## src/rtl/fwd_pkg.sv

```systemverilog
// Shared constants and types for the ID-stage operand forwarding and scoreboard block.
package fwd_pkg;

   localparam int unsigned DEF_XLEN         = 32;
   localparam int unsigned DEF_REG_ADDR_W   = 4;
   localparam int unsigned DEF_NUM_RD_PORTS = 2;
   localparam int unsigned DEF_NUM_STAGES   = 4;
   localparam int unsigned DEF_CNT_W        = 2;

   localparam int unsigned STAGE_EX      = 0;
   localparam int unsigned STAGE_MEMPREP = 1;
   localparam int unsigned STAGE_MEMEX   = 2;
   localparam int unsigned STAGE_WB      = 3;

   typedef logic [DEF_REG_ADDR_W-1:0] reg_idx_t;

endpackage

```

## src/rtl/forwarding_scoreboard_if.sv

```systemverilog
// Bundle of operand, stage, issue and completion signals between the pipeline and the
// forwarding scoreboard.
interface forwarding_scoreboard_if import fwd_pkg::*; #(
   parameter int unsigned XLEN         = DEF_XLEN,
   parameter int unsigned REG_ADDR_W   = DEF_REG_ADDR_W,
   parameter int unsigned NUM_RD_PORTS = DEF_NUM_RD_PORTS,
   parameter int unsigned NUM_STAGES   = DEF_NUM_STAGES
);
   logic [NUM_RD_PORTS*REG_ADDR_W-1:0] rs_addr;
   logic [NUM_RD_PORTS-1:0]            rs_used;
   logic [NUM_RD_PORTS*XLEN-1:0]       rf_data;
   logic [NUM_STAGES-1:0]              stg_we;
   logic [NUM_STAGES*REG_ADDR_W-1:0]   stg_rd;
   logic [NUM_STAGES-1:0]              stg_data_valid;
   logic [NUM_STAGES*XLEN-1:0]         stg_data;
   logic                               issue_valid;
   logic                               issue_we;
   logic [REG_ADDR_W-1:0]              issue_rd;
   logic                               issue_long;
   logic                               flush;
   logic                               cmpl_valid;
   logic [REG_ADDR_W-1:0]              cmpl_rd;
   logic [XLEN-1:0]                    cmpl_data;
   logic [NUM_RD_PORTS*XLEN-1:0]       rs_data;
   logic [NUM_RD_PORTS-1:0]            rs_forwarded;
   logic                               stall;
   logic [31:0]                        stall_count;
   logic                               sb_underflow;

   modport master (
      output rs_addr, rs_used, rf_data, stg_we, stg_rd, stg_data_valid, stg_data,
             issue_valid, issue_we, issue_rd, issue_long, flush, cmpl_valid, cmpl_rd,
             cmpl_data,
      input  rs_data, rs_forwarded, stall, stall_count, sb_underflow
   );

   modport slave (
      input  rs_addr, rs_used, rf_data, stg_we, stg_rd, stg_data_valid, stg_data,
             issue_valid, issue_we, issue_rd, issue_long, flush, cmpl_valid, cmpl_rd,
             cmpl_data,
      output rs_data, rs_forwarded, stall, stall_count, sb_underflow
   );

endinterface

```

## src/rtl/reg_scoreboard.sv

```systemverilog
// Per-register count of outstanding long-latency writes, with sticky underflow detection.
module reg_scoreboard import fwd_pkg::*; #(
   parameter int unsigned REG_ADDR_W   = DEF_REG_ADDR_W,
   parameter int unsigned NUM_RD_PORTS = DEF_NUM_RD_PORTS,
   parameter int unsigned CNT_W        = DEF_CNT_W
) (
   input  logic                               clk,
   input  logic                               rst,
   input  logic                               inc,
   input  logic [REG_ADDR_W-1:0]              inc_rd,
   input  logic                               dec,
   input  logic [REG_ADDR_W-1:0]              dec_rd,
   input  logic [NUM_RD_PORTS*REG_ADDR_W-1:0] rs_addr,
   output logic [NUM_RD_PORTS*CNT_W-1:0]      rs_cnt,
   input  logic [REG_ADDR_W-1:0]              issue_rd,
   output logic [CNT_W-1:0]                   issue_cnt,
   output logic                               underflow
);
   localparam int unsigned NREGS = 1 << REG_ADDR_W;

   logic [CNT_W-1:0] cnt_q [NREGS];
   logic [CNT_W-1:0] cnt_d [NREGS];
   logic             underflow_q, underflow_d;
   logic             same_reg;

   assign same_reg = inc && dec && (inc_rd == dec_rd);

   always_comb begin
      cnt_d[0]    = '0;
      underflow_d = underflow_q;
      for (int r = 1; r < NREGS; r++) begin
         cnt_d[r] = cnt_q[r];
         if (!same_reg) begin
            if (inc && inc_rd == REG_ADDR_W'(r)) begin
               cnt_d[r] = cnt_q[r] + CNT_W'(1);
            end else if (dec && dec_rd == REG_ADDR_W'(r)) begin
               if (cnt_q[r] == '0) underflow_d = 1'b1;
               else                cnt_d[r] = cnt_q[r] - CNT_W'(1);
            end
         end
      end
   end

   always_ff @(posedge clk) begin
      if (rst) begin
         for (int r = 0; r < NREGS; r++) cnt_q[r] <= '0;
         underflow_q <= 1'b0;
      end else begin
         for (int r = 0; r < NREGS; r++) cnt_q[r] <= cnt_d[r];
         underflow_q <= underflow_d;
      end
   end

   for (genvar p = 0; p < NUM_RD_PORTS; p++) begin : g_rd
      assign rs_cnt[p*CNT_W +: CNT_W] = cnt_q[rs_addr[p*REG_ADDR_W +: REG_ADDR_W]];
   end

   assign issue_cnt = cnt_q[issue_rd];
   assign underflow = underflow_q;

endmodule

```

## src/rtl/forwarding_scoreboard.sv

```systemverilog
// ID-stage operand forwarding with youngest-first stage priority, long-latency scoreboard,
// stall generation and a saturating stall-cycle counter.
module forwarding_scoreboard import fwd_pkg::*; #(
   parameter int unsigned XLEN         = DEF_XLEN,
   parameter int unsigned REG_ADDR_W   = DEF_REG_ADDR_W,
   parameter int unsigned NUM_RD_PORTS = DEF_NUM_RD_PORTS,
   parameter int unsigned NUM_STAGES   = DEF_NUM_STAGES,
   parameter int unsigned CNT_W        = DEF_CNT_W
) (
   input logic                    clk,
   input logic                    rst,
   forwarding_scoreboard_if.slave bus
);
   logic [NUM_RD_PORTS*CNT_W-1:0] rs_cnt;
   logic [CNT_W-1:0]              issue_cnt;
   logic [NUM_RD_PORTS-1:0]       hazard;
   logic                          stall;
   logic                          inc, dec;
   logic [31:0]                   stall_count_q;

   for (genvar p = 0; p < NUM_RD_PORTS; p++) begin : g_port
      logic [REG_ADDR_W-1:0] addr;
      logic [XLEN-1:0]       data;
      logic                  fwd, haz, found;

      assign addr = bus.rs_addr[p*REG_ADDR_W +: REG_ADDR_W];

      always_comb begin
         data  = bus.rf_data[p*XLEN +: XLEN];
         fwd   = 1'b0;
         haz   = 1'b0;
         found = 1'b0;
         if (addr == '0) begin
            data = '0;
            fwd  = 1'b1;
         end else begin
            // First matching stage wins; a not-yet-computed result blocks older stages.
            for (int i = 0; i < NUM_STAGES; i++) begin
               if (!found && bus.stg_we[i] && bus.stg_rd[i*REG_ADDR_W +: REG_ADDR_W] == addr) begin
                  found = 1'b1;
                  if (bus.stg_data_valid[i]) begin
                     data = bus.stg_data[i*XLEN +: XLEN];
                     fwd  = 1'b1;
                  end else begin
                     haz = 1'b1;
                  end
               end
            end
            if (!found) begin
               if (bus.cmpl_valid && bus.cmpl_rd == addr) begin
                  data = bus.cmpl_data;
                  fwd  = 1'b1;
               end else if (rs_cnt[p*CNT_W +: CNT_W] != '0) begin
                  haz = 1'b1;
               end
            end
         end
      end

      assign bus.rs_data[p*XLEN +: XLEN] = data;
      assign bus.rs_forwarded[p]         = fwd;
      assign hazard[p]                   = haz;
   end

   assign stall = bus.issue_valid &&
                  ((|(bus.rs_used & hazard)) ||
                   (bus.issue_we && bus.issue_long && issue_cnt == '1));

   assign inc = bus.issue_valid && !stall && !bus.flush && bus.issue_we && bus.issue_long &&
                (bus.issue_rd != '0);
   assign dec = bus.cmpl_valid && (bus.cmpl_rd != '0);

   reg_scoreboard #(
      .REG_ADDR_W  (REG_ADDR_W),
      .NUM_RD_PORTS(NUM_RD_PORTS),
      .CNT_W       (CNT_W)
   ) u_sb (
      .clk      (clk),
      .rst      (rst),
      .inc      (inc),
      .inc_rd   (bus.issue_rd),
      .dec      (dec),
      .dec_rd   (bus.cmpl_rd),
      .rs_addr  (bus.rs_addr),
      .rs_cnt   (rs_cnt),
      .issue_rd (bus.issue_rd),
      .issue_cnt(issue_cnt),
      .underflow(bus.sb_underflow)
   );

   always_ff @(posedge clk) begin
      if (rst)                               stall_count_q <= '0;
      else if (stall && stall_count_q != '1) stall_count_q <= stall_count_q + 32'd1;
   end

   assign bus.stall       = stall;
   assign bus.stall_count = stall_count_q;

endmodule

```

## src/flat_wrapper.sv

```systemverilog
// flat-port wrapper written by rule: the top's interface ports become plain ports
module forwarding_scoreboard_flat import fwd_pkg::*;
#(
   parameter int unsigned XLEN         = DEF_XLEN,
   parameter int unsigned REG_ADDR_W   = DEF_REG_ADDR_W,
   parameter int unsigned NUM_RD_PORTS = DEF_NUM_RD_PORTS,
   parameter int unsigned NUM_STAGES   = DEF_NUM_STAGES,
   parameter int unsigned CNT_W        = DEF_CNT_W
)
  (clk, rst, bus_rs_addr, bus_rs_used, bus_rf_data, bus_stg_we, bus_stg_rd, bus_stg_data_valid, bus_stg_data, bus_issue_valid, bus_issue_we, bus_issue_rd, bus_issue_long, bus_flush, bus_cmpl_valid, bus_cmpl_rd, bus_cmpl_data, bus_rs_data, bus_rs_forwarded, bus_stall, bus_stall_count, bus_sb_underflow);
  forwarding_scoreboard_if #(.XLEN(XLEN), .REG_ADDR_W(REG_ADDR_W), .NUM_RD_PORTS(NUM_RD_PORTS), .NUM_STAGES(NUM_STAGES)) bus_i ();
  input logic clk;
  input logic rst;
  input wire logic [$bits(bus_i.rs_addr)-1:0] bus_rs_addr;
  input wire logic [$bits(bus_i.rs_used)-1:0] bus_rs_used;
  input wire logic [$bits(bus_i.rf_data)-1:0] bus_rf_data;
  input wire logic [$bits(bus_i.stg_we)-1:0] bus_stg_we;
  input wire logic [$bits(bus_i.stg_rd)-1:0] bus_stg_rd;
  input wire logic [$bits(bus_i.stg_data_valid)-1:0] bus_stg_data_valid;
  input wire logic [$bits(bus_i.stg_data)-1:0] bus_stg_data;
  input wire logic [$bits(bus_i.issue_valid)-1:0] bus_issue_valid;
  input wire logic [$bits(bus_i.issue_we)-1:0] bus_issue_we;
  input wire logic [$bits(bus_i.issue_rd)-1:0] bus_issue_rd;
  input wire logic [$bits(bus_i.issue_long)-1:0] bus_issue_long;
  input wire logic [$bits(bus_i.flush)-1:0] bus_flush;
  input wire logic [$bits(bus_i.cmpl_valid)-1:0] bus_cmpl_valid;
  input wire logic [$bits(bus_i.cmpl_rd)-1:0] bus_cmpl_rd;
  input wire logic [$bits(bus_i.cmpl_data)-1:0] bus_cmpl_data;
  output wire logic [$bits(bus_i.rs_data)-1:0] bus_rs_data;
  output wire logic [$bits(bus_i.rs_forwarded)-1:0] bus_rs_forwarded;
  output wire logic [$bits(bus_i.stall)-1:0] bus_stall;
  output wire logic [$bits(bus_i.stall_count)-1:0] bus_stall_count;
  output wire logic [$bits(bus_i.sb_underflow)-1:0] bus_sb_underflow;
  assign bus_i.rs_addr = bus_rs_addr;
  assign bus_i.rs_used = bus_rs_used;
  assign bus_i.rf_data = bus_rf_data;
  assign bus_i.stg_we = bus_stg_we;
  assign bus_i.stg_rd = bus_stg_rd;
  assign bus_i.stg_data_valid = bus_stg_data_valid;
  assign bus_i.stg_data = bus_stg_data;
  assign bus_i.issue_valid = bus_issue_valid;
  assign bus_i.issue_we = bus_issue_we;
  assign bus_i.issue_rd = bus_issue_rd;
  assign bus_i.issue_long = bus_issue_long;
  assign bus_i.flush = bus_flush;
  assign bus_i.cmpl_valid = bus_cmpl_valid;
  assign bus_i.cmpl_rd = bus_cmpl_rd;
  assign bus_i.cmpl_data = bus_cmpl_data;
  assign bus_rs_data = bus_i.rs_data;
  assign bus_rs_forwarded = bus_i.rs_forwarded;
  assign bus_stall = bus_i.stall;
  assign bus_stall_count = bus_i.stall_count;
  assign bus_sb_underflow = bus_i.sb_underflow;
  forwarding_scoreboard #(.XLEN(XLEN), .REG_ADDR_W(REG_ADDR_W), .NUM_RD_PORTS(NUM_RD_PORTS), .NUM_STAGES(NUM_STAGES), .CNT_W(CNT_W)) u_core (.clk(clk), .rst(rst), .bus(bus_i));
endmodule
```

## config.mk

```make
export PLATFORM = sky130hd
export DESIGN_NAME = forwarding_scoreboard_flat
export DESIGN_NICKNAME = d
export VERILOG_FILES = /design/src/rtl/fwd_pkg.sv /design/src/rtl/forwarding_scoreboard_if.sv /design/src/rtl/reg_scoreboard.sv /design/src/rtl/forwarding_scoreboard.sv /design/src/flat_wrapper.sv
export SDC_FILE = /design/constraint.sdc
export NUM_CORES = 1
export LEC_CHECK = 0
export ABC_CLOCK_PERIOD_IN_PS = 8300
export BUFFER_PORTS_ARGS = -buffer_cell sky130_fd_sc_hd__buf_2
export CAP_MARGIN = 10
export CORE_AREA = 2 2 144 146
export DETAILED_ROUTE_END_ITERATION = 16
export DIE_AREA = 0 0 146 148
export PLACE_DENSITY = 0.72
export REMOVE_ABC_BUFFERS = 1
export SYNTH_ARGS = -nofsm -noshare
export SYNTH_HDL_FRONTEND = slang
export SYNTH_SLANG_ARGS = --single-unit
export TNS_END_PERCENT = 20
```

## constraint.sdc

```tcl
create_clock -name clk -period 8.3 [get_ports clk]
set_input_delay 1.66 -clock clk [delete_from_list [all_inputs] [get_ports clk]]
set_output_delay 1.66 -clock clk [all_outputs]
set_load 0.03 [all_outputs]
```

# After elaboration in Yosys (flattened, before gate mapping)
# Memory sizes are Yosys's and may differ from the RTL's.
# Index checks and enable logic that the tools add are counted.
# Widths: inputs -> output; s select.
[totals] reg_bits=33 ram_bits=32 in_bits=273 output_inout_bits=100 mem_count=1
[memory_table] memory="u_core.u_sb.cnt_q" depth=16 width=2 read_ports=18 rd_clocked_by_memory_dff=0 write_ports=16 line="reg_scoreboard.sv:21" rtl="logic [CNT_W-1:0] cnt_q [NREGS];"
[op_classes] addsub=31 eq_ne=43 n_mux=227 bitwise=17 n_reduce_logical=89
[ops] operator="$mux 32" n=24
[ops] operator="$mux 2" n=76
[ops] operator="$mux 1" n=127
[ops] operator="$eq 4x4->1 const B" n=16
[ops] operator="$logic_and 1x1->1" n=58
[ops] operator="$eq 4x4->1" n=11
[ops] operator="$add 32x1->32 const B" n=1
[ops] operator="$eq 4x3->1 const B" n=8
[ops] operator="$ne 32x32->1 const B" n=1
[ops] operator="$add 2x1->2 const B" n=15
[ops] operator="$logic_not 2->1" n=15
[ops] operator="$sub 2x1->2 const B" n=15
[ops] operator="$eq 4x2->1 const B" n=4
[ops] operator="$or 1x1->1" n=16
[ops] operator="$eq 4x1->1 const B" n=2
[ops] operator="$logic_not 1->1" n=8
[ops] operator="$logic_not 4->1" n=2
[ops] operator="$reduce_bool 4->1" n=2
[ops] operator="$reduce_bool 2->1" n=2
[ops] operator="$and 2x2->2" n=1
[ops] operator="$eq 2x2->1 const B" n=1
[ops] operator="$reduce_or 2->1" n=1
[ops] operator="$logic_or 1x1->1" n=1

# Longest topological paths before layout
# Gate-level depths: netlist of the first run.
[depth] depth_word=91 depth_mapped=14 depth_no_buf=10

# By module
# From an unflattened synthesis of the first run, not the netlist that was laid out.
[unflattened] cells_unflattened=1108 area_unflattened_um2=8095.3
[by_module_without_submodules] mod="forwarding_scoreboard" n_inst=1 cells_per_inst=779 area_each_um2=5341.4
[by_module_without_submodules] mod="reg_scoreboard" n_inst=1 cells_per_inst=329 area_each_um2=2753.9

# Least setup slack after synthesis of the first run
# No wires, ideal clock.
[synth_timing] path_type="input-to-output" startpoint="input bus_rs_addr[1]" endpoint="output bus_rs_data[10]" t_arrival_ns=4.249 setup_slack_ns=2.391 cell_stages=11 n_path_buf=4 path_cell_list="buf_4 -> clkbuf_1 -> xor2_1 -> nor3_1 -> nor4b_1 -> clkbuf_1 -> buf_1 -> mux2i_1 -> a211oi_1 -> a21oi_1 -> nor2_1"
[synth_via] elab_chain_len=21
[synth_rtl] item="from (decl)" line="flat_wrapper.sv:14" rtl="input wire logic [$bits(bus_i.rs_addr)-1:0] bus_rs_addr;"
[synth_rtl] item="$eq 4x4->1" line="forwarding_scoreboard.sv:39" rtl="if (!found && bus.stg_we[i] && bus.stg_rd[i*REG_ADDR_W +: REG_ADDR_W] == addr) begin"
[synth_rtl] item="$logic_and 1x1->1" line="forwarding_scoreboard.sv:39"
[synth_rtl] item="$mux 1" line="forwarding_scoreboard.sv:39"
[synth_rtl] item="$mux 1" line="forwarding_scoreboard.sv:33" rtl="if (addr == '0) begin"
[synth_rtl] item="$logic_not 1->1" line="forwarding_scoreboard.sv:39"
[synth_rtl] item="$logic_and 1x1->1 (2 in a row)" line="forwarding_scoreboard.sv:39"
[synth_rtl] item="$mux 1" line="forwarding_scoreboard.sv:39"
[synth_rtl] item="$mux 1" line="forwarding_scoreboard.sv:33"
[synth_rtl] item="[... 3 more ...]"
[synth_rtl] item="$mux 1" line="forwarding_scoreboard.sv:39"
[synth_rtl] item="$mux 1" line="forwarding_scoreboard.sv:33"
[synth_rtl] item="$logic_not 1->1" line="forwarding_scoreboard.sv:39"
[synth_rtl] item="$logic_and 1x1->1 (2 in a row)" line="forwarding_scoreboard.sv:39"
[synth_rtl] item="$mux 32 / $mux 1 (equally long branches)" line="forwarding_scoreboard.sv:39"
[synth_rtl] item="$mux 32 / $mux 1 (equally long branches)" line="forwarding_scoreboard.sv:50, forwarding_scoreboard.sv:33"
[synth_rtl] item="$mux 32" line="forwarding_scoreboard.sv:49" rtl="if (!found) begin"
[synth_rtl] item="$mux 32 (*)" line="forwarding_scoreboard.sv:33"
[synth_rtl] item="to (decl)" line="flat_wrapper.sv:29" rtl="output wire logic [$bits(bus_i.rs_data)-1:0] bus_rs_data;"
# Every way passes the cells marked *; elsewhere a longest branch is shown, timed or not. The select of a mux whose other input is x is not followed.

# Final worst setup path of the first run
[layout_timing] startpoint="input bus_rs_addr[0]" endpoint="output bus_rs_data[19]"
# The elaborated chain is that of the path after synthesis.

==> results.json, run 1 <==
{
  "async_reset_ff_share_pct": 0,
  "pin_count": 373,
  "syn_area_per_cell_um2": 6.58,
  "drtIter0Drc": 927,
  "fillCellCount": 2088,
  "grt_first_pass_wirelength_um": 55400,
  "multi_input_area_um2": 6550,
  "endpoint_kind": "output port",
  "status": "finished clean",
  "setup_viol": 0,
  "fin_crit_sh_pct": 79.2,
  "cts.clk_slew.worst_paths_ns": 0.06,
  "dieWidth_um": 146,
  "die_y_um": 148,
  "cts_tree": "done",
  "wl_per_cell_um": 20.1,
  "fp.dieArea_um2": 21600,
  "dp_hpwl_um": 28500,
  "root_buffer": "clkbuf_16",
  "crit_chain": "buf_2 -> xor2_1 -> nor4_1 -> and3_2 -> buf_4 -> mux2i_1 -> o21ai_0 -> mux2i_1 -> a211oi_1 -> a21oi_1 -> nor2_1 -> buf_2",
  "start_kind": "primary input",
  "synthFlopType": "dfxtp_1",
  "critPathSlowestCell": "and3_2",
  "layout_common_cells": "372 x buf_2, 213 x nor2_1, 129 x mux2i_1",
  "skew_ns": 0.00882,
  "drc_errors": 0,
  "min_from": "u_core.bus.stall_count[28]",
  "dr.pass1.iters": 5,
  "yosysWarningCount": 0,
  "tns_ns": 0,
  "tritoncts.num_buffers": 9,
  "port_buffers": 372,
  "seq_area_frac_synth_pct": 15.2,
  "syn-cell-area_um2": 8290,
  "cts_buffer_depth": 2,
  "ant_nets": 0,
  "cts_hold_buffers": 0,
  "slew_headroom_pct": 28.2,
  "clock_latency_ns": 0.35,
  "grt_max_degree": 66,
  "finalMaxSlewViolations": 0,
  "critPathArrivalTime_ns": 4.91,
  "cellPowerDensity_nw_per_um2": 114,
  "min_period_ns": 6.57,
  "path_class": "primary input to output port",
  "ys_types": 68,
  "hold_class": "flop to flop",
  "grt_overflow": 0,
  "vias": 10800,
  "final-seq-area_um2": 1260,
  "htreeDepth": 3,
  "wirelength_um": 37000,
  "rsz0062_at_grt": "false",
  "rows": 52,
  "drive_gt1_share_pct": 27.9,
  "fmax_mhz": 152,
  "clock_sinks": 63,
  "syn-instance-count": 1260,
  "pre_cts_slack_ns": 1.79,
  "grt_pass1_vias": 9763,
  "postCtsSetupBuffers": 0,
  "initial_utilization_pct": 41.4,
  "finalNetCount": 1826,
  "synth_edf_count": 0,
  "grt_use_total_pct": 32.4,
  "crit_start": "bus_rs_addr[0]",
  "maxCapViolations": 0,
  "core_area_um2": 20000,
  "max_stage_delay_ns": 0.80,
  "antenna_found_initial": 13,
  "routabilityCongestion": 0.975,
  "peakVddDrop_v": 0.0000864,
  "required_ns": 6.64,
  "cts_resized": 0,
  "setup_ws_ns": 1.73,
  "hold_viol_final": 0,
  "worstMarginPinSlew_ns": 1.08,
  "synthToLayoutAreaGrowth_pct": 27.8,
  "ys_seq_elements": 63,
  "timing.rr.start": "u_core.u_sb.cnt_q[9][0]",
  "final_common_cell": "buf_2",
  "viasPerCell": 5.87,
  "post_dp_cell_area_um2": 10200,
  "final_cell_area_um2": 10600,
  "cp_max_fo": 23,
  "p_leak_uw": 0.00398
}
## synth_stat cells, types with 3 or more instances
cell         n  share of area [%]
and3_1       8               0.60
and2_1       4               0.30
o211ai_1     8               0.72
a21o_1       3               0.27
buf_1        9               0.41
a21oi_1    112                6.8
o2111ai_1    3               0.32
nand3_1     28                1.7
o21ai_0    107                6.5
a211o_1      4               0.42
buf_4        5               0.45
or3_1       19                1.4
buf_2       20                1.2
xnor2_1     35                3.7
a31oi_1     13               0.98
nor3_1      46                2.8
nand4_1      6               0.45
nand2_1    117                5.3
o31ai_1      7               0.63
a2111oi_0    7               0.74
nor2b_1      5               0.38
or2_2        4               0.30
o41ai_1      3               0.32
a211oi_1    69                6.2
a22oi_1      5               0.45
dfxtp_1     63                 15
nor2_1     213                9.6
a32oi_1      3               0.32
nand3b_1     5               0.45
nor3_2       4               0.48
nor4_1      18                1.4
mux2i_1    129                 16
nand2b_1    13               0.98
and4_1       3               0.32
xor2_1      28                3.0
clkbuf_1    71                3.2
inv_1       22                1.0
## state kept, by name, summed over array words and instances (netlist names)
name	cells
u_core.u_sb.cnt_q	30
u_core.u_sb.underflow	1
u_core.bus.stall_count	32
## cells by family after synthesis
family	after synthesis	synth area share, %
and+or+nand+nor	511	29.0
AOI/OAI and AO/OA	362	26.4
muxes	132	16.1
buffers and inverters	128	6.41
xor gates and xnor gates	63	6.65
DFF	63	15.2
adders and majority gates	1	0.151
## path summary, 6_finish.rpt
kind / endpoint / slack (ns) / cells after the start
worst max register to register: u_core.u_sb.cnt_q[8][1] / 4.48 / 11
worst min register to register: u_core.bus.stall_count[28] / 0.50 / 2
worst min-delay path: u_core.bus.stall_count[28] / 0.50 / 2
worst max-delay path: bus_rs_data[19] / 1.73 / 12
## area by class of cell
class                      instances  share of cell area, %
tap                              270                   3.19
clock buffer                       9                   2.12
multi-input combinational       1069                   61.8
inverter                          22                  0.779
timing repair buffer             387                   18.7
antenna                           12                  0.283
sequential                        63                   11.9
clock inverter                     7                   1.20
## routing by layer
| metal | part of all wire (%) | GRT usage (%) | wire, um | vias up |
|---|---|---|---|---|
| met2 | 44 | 51.0 | 16200 | 580 |
| li1 | - | - | - | 5154 |
| met3 | 12 | 9.51 | 4370 | 86 |
| met1 | 42 | 43.7 | 15500 | 4963 |
| met4 | 2.6 | 8.16 | 979 | 12 |
| met5 | 0.21 | 0 | 79 | - |
## where the power goes
group          switching, uW  internal [uW]  leakage, uW
clock                    159            298     0.000173
combinational            285            156      0.00330
sequential              1.81            304     0.000508
total                    445            758      0.00398
## per-stage QoR
stage | std cells | power [uW] | utilization (%) | hold WS (ns)
after floorplan | 1154 | 558 | - | 0.466
after global placement | 1811 | 746 | 51.0 | 0.480
after detailed placement | 1811 | 746 | 51.0 | 0.496
after CTS | 1827 | 1200 | 52.7 | 0.503
after global routing | 1827 | 1260 | 52.7 | 0.516
final | 1839 | 1200 | 52.9 | 0.501
## critical path, delay by kind of cell
family	cells	cell delay (ns)
XOR/XNOR	1	0.12
buffers and inverters	3	0.96
AO/OA/AOI/OAI	3	0.54
multiplexers	2	0.37
AND/OR/NAND/NOR	3	1.23
(Power assumes the default switching activity.)
==> inputs of run 2 (changes only) <==
--- a/config.mk
+++ b/config.mk
@@ -5,13 +5,13 @@
 export SDC_FILE = /design/constraint.sdc
 export NUM_CORES = 1
 export LEC_CHECK = 0
-export ABC_CLOCK_PERIOD_IN_PS = 8300
+export ABC_CLOCK_PERIOD_IN_PS = 6010
 export BUFFER_PORTS_ARGS = -buffer_cell sky130_fd_sc_hd__buf_2
 export CAP_MARGIN = 10
-export CORE_AREA = 2 2 144 146
+export CORE_AREA = 2 2 145 147
 export DETAILED_ROUTE_END_ITERATION = 16
-export DIE_AREA = 0 0 146 148
-export PLACE_DENSITY = 0.72
+export DIE_AREA = 0 0 147 149
+export PLACE_DENSITY = 0.74
 export REMOVE_ABC_BUFFERS = 1
 export SYNTH_ARGS = -nofsm -noshare
 export SYNTH_HDL_FRONTEND = slang
==> constraint.sdc (replaced) <==
create_clock -name clk -period 6.01 [get_ports clk]
set_input_delay 1.202 -clock clk [delete_from_list [all_inputs] [get_ports clk]]
set_output_delay 1.202 -clock clk [all_outputs]
set_load 0.03 [all_outputs]
==> run 2 against run 1 <==
- clock power increased by 10%
- first-iteration DRC count decreased by 7.1%
- total power rose by 28%
- routed wire length fell by 1.7%
- largest cell class unchanged
- flip-flop and latch count is the same
- core utilization decreased by 1.1 points
==> results.json, run 2 (same netlist as run 1, synthesis figures left out) <==
{
  "timing.rr.start": "u_core.u_sb.cnt_q[5][1]",
  "viasPerCell": 5.85,
  "postCtsSetupBuffers": 0,
  "worstMarginPinSlew_ns": 0.940,
  "worst-path-buf-inv": 3,
  "worst_path_most_repeated_cell": "buf_2",
  "pre_cts_slack_ns": 0.789,
  "min_from": "u_core.bus.stall_count[28]",
  "critPathArrivalTime_ns": 4.07,
  "wl_per_cell_um": 19.7,
  "cts_hold_buffers": 0,
  "drc_errors": 0,
  "grt_pass1_vias": 10000,
  "max_stage_delay_ns": 0.65,
  "setup_viol": 0,
  "fp.dieArea_um2": 21900,
  "grt_first_pass_wirelength_um": 54900,
  "final-seq-area_um2": 1260,
  "dieWidth_um": 147,
  "fillCellCount": 2136,
  "final_common_cell": "buf_2",
  "path_class": "primary input to output port",
  "met2_usage_pct": 52.1,
  "routabilityCongestion": 0.966,
  "r2r_end": "u_core.bus.stall_count[31]",
  "r2r_cells": 11,
  "maxCapViolations": 0,
  "grt_use_total_pct": 31.7,
  "pin_count": 373,
  "grt_max_degree": 66,
  "grt.busiest_layer": "met2",
  "finalNetCount": 1838,
  "tns_ns": 0,
  "largest_reg_flops": 32,
  "rsz0062_at_grt": "false",
  "peakVddDrop_v": 0.000115,
  "antenna_found_initial": 12,
  "cts_resized": 0,
  "hold_path_end": "u_core.bus.stall_count[28]",
  "min_period_ns": 5.27,
  "fin_crit_sh_pct": 87.7,
  "wirelength_um": 36400,
  "gr-usage-met3_pct": 6.88,
  "r2r_slack_ns": 2.32,
  "core_area_um2": 20600,
  "initial_utilization_pct": 40.3,
  "port_buffers": 372,
  "p_leak_uw": 0.00401,
  "cts.clk_slew.worst_paths_ns": 0.05,
  "vias": 10800,
  "finalMaxSlewViolations": 0,
  "hold_depth": 2,
  "start_kind": "primary input",
  "cellPowerDensity_nw_per_um2": 145,
  "die_y_um": 149,
  "ant_nets": 0,
  "layout_common_cells": "372 x buf_2, 213 x nor2_1, 129 x mux2i_1",
  "dr.pass1.iters": 5,
  "htreeDepth": 3,
  "multi_input_area_um2": 6550,
  "cts_tree": "done",
  "root_buffer": "clkbuf_16",
  "hold_viol_final": 0,
  "fmax_mhz": 190,
  "grt_overflow": 0,
  "required_ns": 4.81,
  "status": "finished clean",
  "final_util_pct": 51.8,
  "clock_latency_ns": 0.35,
  "drtIter0Drc": 861,
  "critPathSlowestCell": "nand3_2",
  "endpoint_kind": "output port",
  "use_met1_pct": 40.0,
  "setup_ws_ns": 0.740,
  "crit_chain": "buf_2 -> xor2_1 -> nor4_1 -> and2_1 -> nor3_1 -> nand3_2 -> buf_4 -> a211oi_1 -> a21oi_1 -> nor2_1 -> buf_2",
  "skew_ns": 0.00557,
  "cts_buffer_depth": 2,
  "drive_gt1_share_pct": 28.5,
  "synthToLayoutAreaGrowth_pct": 28.4,
  "slew_headroom_pct": 36.5,
  "cp_max_fo": 30,
  "clock_sinks": 63,
  "dp_hpwl_um": 28300,
  "hold_class": "flop to flop",
  "tritoncts.num_buffers": 9,
  "crit_family": "simple AND/OR/NAND/NOR gates",
  "rows": 53
}
## run 2: power breakdown
group	switching (uW)	internal (uW)	total (uW)
Clock	212	292	504
Sequential	2.58	420	423
Combinational	392	220	612
Total	607	933	1540
## run 2: final cells by class
type	instances	area share, %
well taps	275	3.23
clock inverters	6	0.423
repair buffers	399	19.9
inverters	22	0.775
multi-input cells	1069	61.5
flip-flops and latches	63	11.8
diodes	6	0.141
clock buffers	10	2.24
## run 2: worst reg2reg max path, cell delays in order (launching register included)
cell	delay (ns)
dfxtp_1	0.39
nor2_1	0.10
o21ai_0	0.26
a2111oi_0	0.16
or4b_1	0.52
or4_1	0.48
nand4_4	0.13
buf_4	0.31
nand4_1	0.54
nor3_1	0.42
xnor2_1	0.18
nor2_1	0.06
## run 2: routing by layer
metal | wire (um) | vias up
met4 | 1310 | 4
met2 | 17100 | 600
met3 | 3410 | 92
met5 | 34 | -
li1 | - | 5173
met1 | 14600 | 4962
## run 2: how the worst max path moves through the flow
stage               cells after the start  slack [ns]            from               to
floorplan                               8       -2.88  bus_rs_addr[3]   bus_rs_data[0]
global placement                       12        0.83  bus_rs_addr[6]  bus_rs_data[63]
detailed placement                     11        0.79  bus_rs_addr[1]   bus_rs_data[7]
CTS                                    11        0.77  bus_rs_addr[1]   bus_rs_data[7]
global route                           12        0.53  bus_rs_addr[6]  bus_rs_data[63]
finish                                 11        0.74  bus_rs_addr[2]   bus_rs_data[7]
## run 2: per-stage QoR
step	total power [uW]	cell area [um^2]	hold WS, ns	instances
2_1_floorplan	771	7850	0.466	1154
3_3_place_gp	1030	10300	0.478	1828
3_5_place_dp	1030	10300	0.501	1828
4_1_cts	1540	10600	0.508	1844
5_1_grt	1610	10600	0.536	1850
6_report	1540	10600	0.502	1850
